==> src/rtl/calc_hist.sv <==
// Accumulator calculator with debounced execute/undo buttons, signed overflow
// flag and a circular undo history of previous accumulator values.

module calc_hist_debounce #(
    parameter int DEBOUNCE = 100000
) (
    input  logic clk,
    input  logic rst,
    input  logic raw,
    output logic pulse
);
    localparam int CW = $clog2(DEBOUNCE + 1);
    localparam logic [CW-1:0] CNT_MAX = CW'(DEBOUNCE);

    logic          sync1;
    logic          sync2;
    logic          deb;
    logic          deb_d;
    logic [CW-1:0] cnt;

    // The counter only runs while the synchronised level disagrees with the
    // accepted level, so any bounce back restarts the stability window.
    always_ff @(posedge clk) begin
        if (rst) begin
            sync1 <= 1'b0;
            sync2 <= 1'b0;
            deb   <= 1'b0;
            deb_d <= 1'b0;
            cnt   <= '0;
        end else begin
            sync1 <= raw;
            sync2 <= sync1;
            deb_d <= deb;
            if (sync2 == deb) begin
                cnt <= '0;
            end else if (cnt == CNT_MAX) begin
                deb <= ~deb;
                cnt <= '0;
            end else begin
                cnt <= cnt + 1'b1;
            end
        end
    end

    assign pulse = deb & ~deb_d;
endmodule

module calc_hist #(
    parameter int WIDTH      = 16,
    parameter int HIST_DEPTH = 8,
    parameter int DEBOUNCE   = 100000
) (
    input  logic             clk,
    input  logic             btnu,
    input  logic [WIDTH-1:0] sw,
    input  logic             btnl,
    input  logic             btnc,
    input  logic             btnr,
    input  logic             btnd,
    input  logic             btn_undo,
    output logic [WIDTH-1:0] led,
    output logic             ovf,
    output logic             hist_empty
);
    localparam int SW = $clog2(WIDTH);
    localparam int HW = $clog2(HIST_DEPTH);
    localparam logic [HW:0] FULL = (HW + 1)'(HIST_DEPTH);

    logic             exec_pulse;
    logic             undo_pulse;
    logic [WIDTH-1:0] acc;
    logic [WIDTH-1:0] result;
    logic             res_ovf;
    logic [2:0]       op;
    logic [SW-1:0]    sh;
    logic [WIDTH-1:0] hist_mem [HIST_DEPTH];
    logic [HW-1:0]    wr_ptr;
    logic [HW:0]      count;
    logic             do_push;

    calc_hist_debounce #(.DEBOUNCE(DEBOUNCE)) u_exec_db (
        .clk   (clk),
        .rst   (btnu),
        .raw   (btnd),
        .pulse (exec_pulse)
    );

    calc_hist_debounce #(.DEBOUNCE(DEBOUNCE)) u_undo_db (
        .clk   (clk),
        .rst   (btnu),
        .raw   (btn_undo),
        .pulse (undo_pulse)
    );

    assign op = {btnl, btnc, btnr};
    assign sh = sw[SW-1:0];

    always_comb begin
        result  = acc;
        res_ovf = 1'b0;
        case (op)
            3'b000: result = acc & sw;
            3'b001: result = acc | sw;
            3'b010: begin
                result  = acc + sw;
                res_ovf = (acc[WIDTH-1] == sw[WIDTH-1]) && (result[WIDTH-1] != acc[WIDTH-1]);
            end
            3'b011: begin
                result  = acc - sw;
                res_ovf = (acc[WIDTH-1] != sw[WIDTH-1]) && (result[WIDTH-1] != acc[WIDTH-1]);
            end
            3'b100: result = acc ^ sw;
            3'b101: result = acc << sh;
            3'b110: result = $signed(acc) >>> sh;
            default: result = sw;
        endcase
    end

    // Undo takes priority, so an execute pulse landing in the same cycle is dropped.
    assign do_push = exec_pulse && !undo_pulse;

    always_ff @(posedge clk) begin
        if (btnu) begin
            acc    <= '0;
            ovf    <= 1'b0;
            wr_ptr <= '0;
            count  <= '0;
        end else if (undo_pulse) begin
            if (count != '0) begin
                acc    <= hist_mem[wr_ptr - 1'b1];
                wr_ptr <= wr_ptr - 1'b1;
                count  <= count - 1'b1;
                ovf    <= 1'b0;
            end
        end else if (exec_pulse) begin
            acc    <= result;
            ovf    <= res_ovf;
            wr_ptr <= wr_ptr + 1'b1;
            if (count != FULL) begin
                count <= count + 1'b1;
            end
        end
    end

    // A full buffer simply wraps, which overwrites the oldest entry.
    always_ff @(posedge clk) begin
        if (!btnu && do_push) begin
            hist_mem[wr_ptr] <= acc;
        end
    end

    assign led        = acc;
    assign hist_empty = (count == '0);
endmodule

==> config.mk <==
export PLATFORM = sky130hd
export DESIGN_NAME = calc_hist
export DESIGN_NICKNAME = d
export VERILOG_FILES = /design/src/rtl/calc_hist.sv
export SDC_FILE = /design/constraint.sdc
export NUM_CORES = 1
export LEC_CHECK = 0
export ABC_AREA = 1
export CELL_PAD_IN_SITES_DETAIL_PLACEMENT = 0
export CELL_PAD_IN_SITES_GLOBAL_PLACEMENT = 1
export CORE_ASPECT_RATIO = 0.75
export CORE_MARGIN = 2
export CORE_UTILIZATION = 46
export CTS_BUF_LIST = sky130_fd_sc_hd__clkbuf_8
export DETAILED_ROUTE_END_ITERATION = 8
export PLACE_DENSITY = 0.89
export SLEW_MARGIN = 30
export SYNTH_ARGS = -nofsm -noshare
export SYNTH_HDL_FRONTEND = slang
export SYNTH_SLANG_ARGS = --single-unit
==> constraint.sdc <==
create_clock -name clk -period 3.2 [get_ports clk]
set_input_delay 0.48 -clock clk [delete_from_list [all_inputs] [get_ports clk]]
set_output_delay 0.48 -clock clk [all_outputs]
set_load 0.05 [all_outputs]
---- Word-level counts from Yosys, hierarchy flattened ----
Memories as Yosys holds them, arrays and structs flattened.
Cells that the tools add are included.
operators by class
  $add $sub $neg .......................... 8
  equality and inequality tests ........... 16
  shift operators ......................... 2
  multiplexer cells ....................... 17
  bitwise logic cells ..................... 11
  reduce and logical (&&, ||, !) cells .... 17
operators with widths
  kind                                                 count
  case mux 16 bit (7 select lines)                     1
  2-to-1 mux 16 bit                                    3
  adder 17 x 1 -> 17 bit, second input constant        2
  equality test 17 bit, second input constant          2
  adder 16 bit                                         1
  AND 16 bit                                           1
  2-to-1 mux 4 bit                                     4
  bitwise OR 16 bit                                    1
  left shift 16 x 4 -> 16 bit                          1
  >>> shifter 16 x 4 -> 16 bit                         1
  subtractor 16 bit                                    1
  bitwise XOR 16 bit                                   1
  equality test 3 bit, second input constant           3
  2-to-1 mux 3 bit                                     3
  equality test 3 x 2 -> 1 bit, second input constant  2
  inverter 1 bit                                       6
  AND reduction 2 bit                                  3
  OR reduction 3 bit                                   2
  2-to-1 mux 1 bit                                     5
  adder 4 x 1 -> 4 bit, second input constant          1
  logical AND 1 bit                                    4
  logical NOT 4 bit                                    1
  != test 4 bit, second input constant                 1
  nonzero test 2 bit                                   2
  other kinds (13)                                     19
storage, ports and cells
  register bits ........................... 66
  memory bits (writable) .................. 128
  output and inout bits ................... 18
  memories ................................ 1
memory list
  memory    words  bits a word  read ports  clocked after Yosys merged registers in  wr ports  RTL line  RTL
  hist_mem  8      16           1           0                                        1         76        logic [WIDTH-1:0] hist_mem [HIST_DEPTH];

---- Logic depth before layout (Yosys ltp) ----
  depth after elaboration ................. 7
  gate-level depth with buffers ........... 16
  depth with buffers taken out ............ 15

---- Hierarchy ----
Synthesis repeated with hierarchy kept, for this count alone.
unflattened totals
  cell total of the unflattened synthesis .. 1657
  area, all modules ....................... 12293.0 um^2
modules (own cells, without submodules)
  module              times used  cells an instance  area each (um^2)
  calc_hist           1           1339               10148.5
  calc_hist_debounce  2           159                1072.3

---- Worst setup path before layout ----
OpenSTA, ideal clock, no wires.
  path kind ............................... flip-flop to flip-flop
  start ................................... register wr_ptr[0]
  end ..................................... memory hist_mem[0][0] (enable)
  library setup time ...................... 0.409 ns
  data arrival time ....................... 2.115 ns
  required time ........................... 2.791 ns
  slack ................................... 0.675 ns
  stages on the path, launching flop included .. 6
  path buffers ............................ 2
  path through ............................ dfxtp_1 > inv_1 > buf_2 > clkbuf_1 > nand2_1 > nor3_1
RTL lines
  element                   RTL line  RTL
  start: declaration        77        logic [HW-1:0] wr_ptr;
  start signal: assignment  131       wr_ptr <= wr_ptr - 1'b1;
  start signal: assignment  138       wr_ptr <= wr_ptr + 1'b1;
  end: declaration          76
Straight into the memory's write port.

---- Worst setup path after layout ----
  start ................................... register acc[0], in the netlist led[0]
  end ..................................... register acc[12], in the netlist led[12]
between the ends
  longest elaborated chain between the ends .. 4
  elaborated cells between the ends (all ways) .. 7
RTL lines
  element                                          RTL line  RTL
  start: declaration                               71        logic [WIDTH-1:0] acc;
  start signal: assignment                         130       acc <= hist_mem[wr_ptr - 1'b1];
  start signal: assignment                         136       acc <= result;
  subtractor 16 bit, or another cell as far along  109       result = acc - sw;
  case mux 16 bit (7 select lines) *               101       case (op)
  2-to-1 mux 16 bit *                              135       end else if (exec_pulse) begin
  2-to-1 mux 16 bit *                              128       end else if (undo_pulse) begin
Every way passes the cells marked *; elsewhere a longest branch is shown, timed or not. The select of a mux whose other input is x is not followed.
A chain may end at the register's enable or synchronous reset.

==> results.sh <==
export IMPL_vias_per_cell=5.670
export IMPL_fp_dieH_microns=143.6
export IMPL_synth_area_top_cells="edfxtp_1 32%, dfxtp_1 11%, nand2_1 11%, nand3_1 6.7%, ha_1 6.2%"
export IMPL_std_cell_rows=51
export IMPL_stdcell_area_sq_um=13360
export IMPL_ys_top_cells_by_count="351 x nand2_1, 183 x nor2_1, 175 x inv_1, 159 x nand3_1, 132 x o21ai_0"
export IMPL_cts_tree="done"
export IMPL_synth_top_area_share_pct=32.17
export IMPL_grt_pass1_wl_mm=58.15
export IMPL_path_class="reg2reg"
export IMPL_finalSetupTns_ns=0
export IMPL_ys_async_sr_fraction_pct=0
export IMPL_setup_violations=0
export IMPL_rr_worst_depth=13
export IMPL_gp_congestion=0.9722
export IMPL_initial_core_util_pct=46.46
export IMPL_min_period_ns=2.714
export IMPL_dr_wl_met2_mm=15.08
export IMPL_die_w_microns=190.1
export IMPL_dp_hpwl_mm=27.55
export IMPL_power_switching_mw=1.230
export IMPL_whs_ns=0.4131
export IMPL_critPathMaxFanout=14
export IMPL_path_depth=13
export IMPL_drt_antenna_violating_nets=0
export IMPL_end_kind="flop"
export IMPL_io_buffers=40
export IMPL_syn_area_sq_um=11950
export IMPL_critical_path_slowest_cell="dfxtp_1"
export IMPL_cts_resized=0
export IMPL_yosysUniqueCellTypes=42
export IMPL_clock_sinks=194
export IMPL_startpoint_type="flop"
export IMPL_timing_final_ws_setup_ns=0.4860
export IMPL_swShare_pct=26.89
export IMPL_vias=11270
export IMPL_syn_nets=1663
export IMPL_cts_inserted_buffers=17
export IMPL_relSlewSlack_pct=45.53
export IMPL_grt_max_degree=68
export IMPL_hold_viol=0
export IMPL_die_area_sq_um=27290
export IMPL_antenna_found_initial=0
export IMPL_critical_path_buf_inv_count=2
export IMPL_cts_clk_slew_worst_paths_ns=0.10
export IMPL_intPower_mw=3.345
export IMPL_max_stage_delay_ns=0.70
export IMPL_area_delta_synth_final_pct=11.81
export IMPL_power_leakage_nw=5.699
export IMPL_min_path_cells=2
export IMPL_finClkSkew_ns=0.02237
export IMPL_syn_area_per_cell_sq_um=7.571
export IMPL_rsz0062_at_grt="false"
export IMPL_met1_length_mm=17.93
export IMPL_fmax_mhz=368.5
export IMPL_clock_power_share_pct=33.6
export IMPL_critPathRequiredTime_ns=3.55
export IMPL_worstPathCellList="ha_1 -> inv_1 -> fa_1 -> inv_1 -> nand3_1 -> nand3_1 -> nand3_1 -> nand3_1 -> nand2_1 -> nand3_1 -> nand3_1 -> nand2_1 -> a21oi_1"
export IMPL_antenna_cells=0
export IMPL_p_seq_share_pct=57.7
export IMPL_dp_cells=1956
export IMPL_cts_path_max_buffers=2
export IMPL_grt_usage_pct=27.86
export IMPL_cts_setup_buffers=0
export IMPL_worst_slew_pin_slew_ns=0.8161
export IMPL_total_power_mw=4.575
export IMPL_cp_common_cell="nand3_1"
export IMPL_yosysTopAreaCell="edfxtp_1"
export IMPL_drc_errors=0
export IMPL_fin_util_pct=51.94
export IMPL_cp_arrival_ns=3.06
export IMPL_synth_ff_type="edfxtp_1"
export IMPL_pwr_share_comb_pct=8.7
export IMPL_highest_layer="met4"
export IMPL_ys_warnings_count=0
export IMPL_placed_area_sq_um=12980
export IMPL_holdBufCountCts=0
export IMPL_peakVddDrop_mv=0.2813
export IMPL_power_density_nw_per_um2=342.5
export IMPL_final_cells=1988
export IMPL_layout_drive_gt1_share_pct=6.934
export IMPL_syn_instance_count=1578
export IMPL_coreArea_sq_um=25720
export IMPL_synth_edf_count=128
export IMPL_slew_viol_final=0
export IMPL_routed_wl_mm=37.47
export IMPL_post_route_period_util_pct=84.81
export IMPL_cts_max_level=4
export IMPL_synth_most_common_cell="nand2_1"
export IMPL_drv_cap=0
export IMPL_grt_pass1_vias=10060
export IMPL_drt_pre_antenna_iters=5
export IMPL_preCtsSetupSlack_ns=0.1996
export IMPL_ys_seq_elements=194
export IMPL_rrSetupSlack_ns=0.49
export IMPL_wl_per_cell_microns=18.85
export IMPL_ys_seq_area_share_pct=43.23
export IMPL_outcome="finished clean"
export IMPL_layout_nets=1716
export IMPL_io_pins=41
export IMPL_hp_class="reg2reg"
export IMPL_worstSkewPairLatency_ns=0.48
export IMPL_cp_top_family="simple AND/OR/NAND/NOR gates"
export IMPL_initialDrtViolationCount=1394
export IMPL_cts_root_buffer="clkbuf_8"
export IMPL_grt_ovfl_total=0
export IMPL_wl_met3_mm=3.993
worst reg2reg max path, delay by kind of cell, from the launching register on:
family / cells / cell delay, ns
DFF: 1 / 0.70
buffers and inverters: 2 / 0.21
and+or+nand+nor: 8 / 0.93
adders and majority gates: 2 / 0.71
AOI/OAI and AO/OA: 1 / 0.05
layer usage:
layer	up-vias	track usage (%)
li1	5425	-
met1	5271	44.35
met2	533	38.78
met3	43	4.615
met4	0	6.283
met5	-	0
path summary, 6_finish.rpt:
kind	startpoint	endpoint
hold / removal	u_exec_db.sync1	u_exec_db.sync2
hold reg to reg	u_exec_db.sync1	u_exec_db.sync2
setup / recovery	led[0]	led[12]
setup reg to reg	led[0]	led[12]
sequential cells by signal (all words and copies together), names as in the netlist, 3 cells and up:
signal / count
wr_ptr: 3
u_exec_db.cnt: 17
count: 4
u_undo_db.cnt: 17
led: 16
hist_mem: 128
area by class of cell:
class,instances,area [sq um]
clock buffers,17,234.0
fillers,2513,12360
multi-input cells,1140,5838
inverters,181,679.4
repair buffers,97,865.8
well taps,344,430.4
clock inverters,15,143.9
flip-flops and latches,194,5166
cell usage in the layout (no fill, tap or decap), types with 6 or more instances in the layout:
| master | count |
|---|---|
| nor2_2 | 6 |
| dfxtp_1 | 65 |
| o21ai_0 | 132 |
| nand2_1 | 351 |
| nand3_1 | 159 |
| nand4_1 | 23 |
| inv_1 | 175 |
| nor2_1 | 182 |
| ha_1 | 59 |
| a21oi_1 | 91 |
| edfxtp_1 | 128 |
| inv_2 | 6 |
| buf_4 | 54 |
| clkbuf_8 | 17 |
| clkdlybuf4s50_1 | 40 |
| nor3_1 | 27 |
| a211oi_1 | 6 |
| o22ai_1 | 33 |
| a221oi_1 | 13 |
power by group through the flow:
stage,Sequential [mW],Combinational (mW),Clock (mW)
after global placement,2.70,0.385,0
final,2.64,0.399,1.54
after detailed placement,2.70,0.385,0
after CTS,2.64,0.387,1.57
after global routing,2.64,0.438,1.65
after floorplan,2.70,0.237,0
cells by family (layout without fill, tap and decap cells):
| family | count (synthesis) | count (layout) | share of synthesized area [%] |
|---|---|---|---|
| simple gates | 774 | 774 | 27.68 |
| compound gates | 296 | 296 | 13.73 |
| buf+inv | 244 | 310 | 8.085 |
| flops | 194 | 194 | 43.23 |
| fa+ha+maj | 62 | 62 | 6.682 |
| xor+xnor | 8 | 8 | 0.5865 |
No activity file was read; power rests on OpenSTA's default activity.
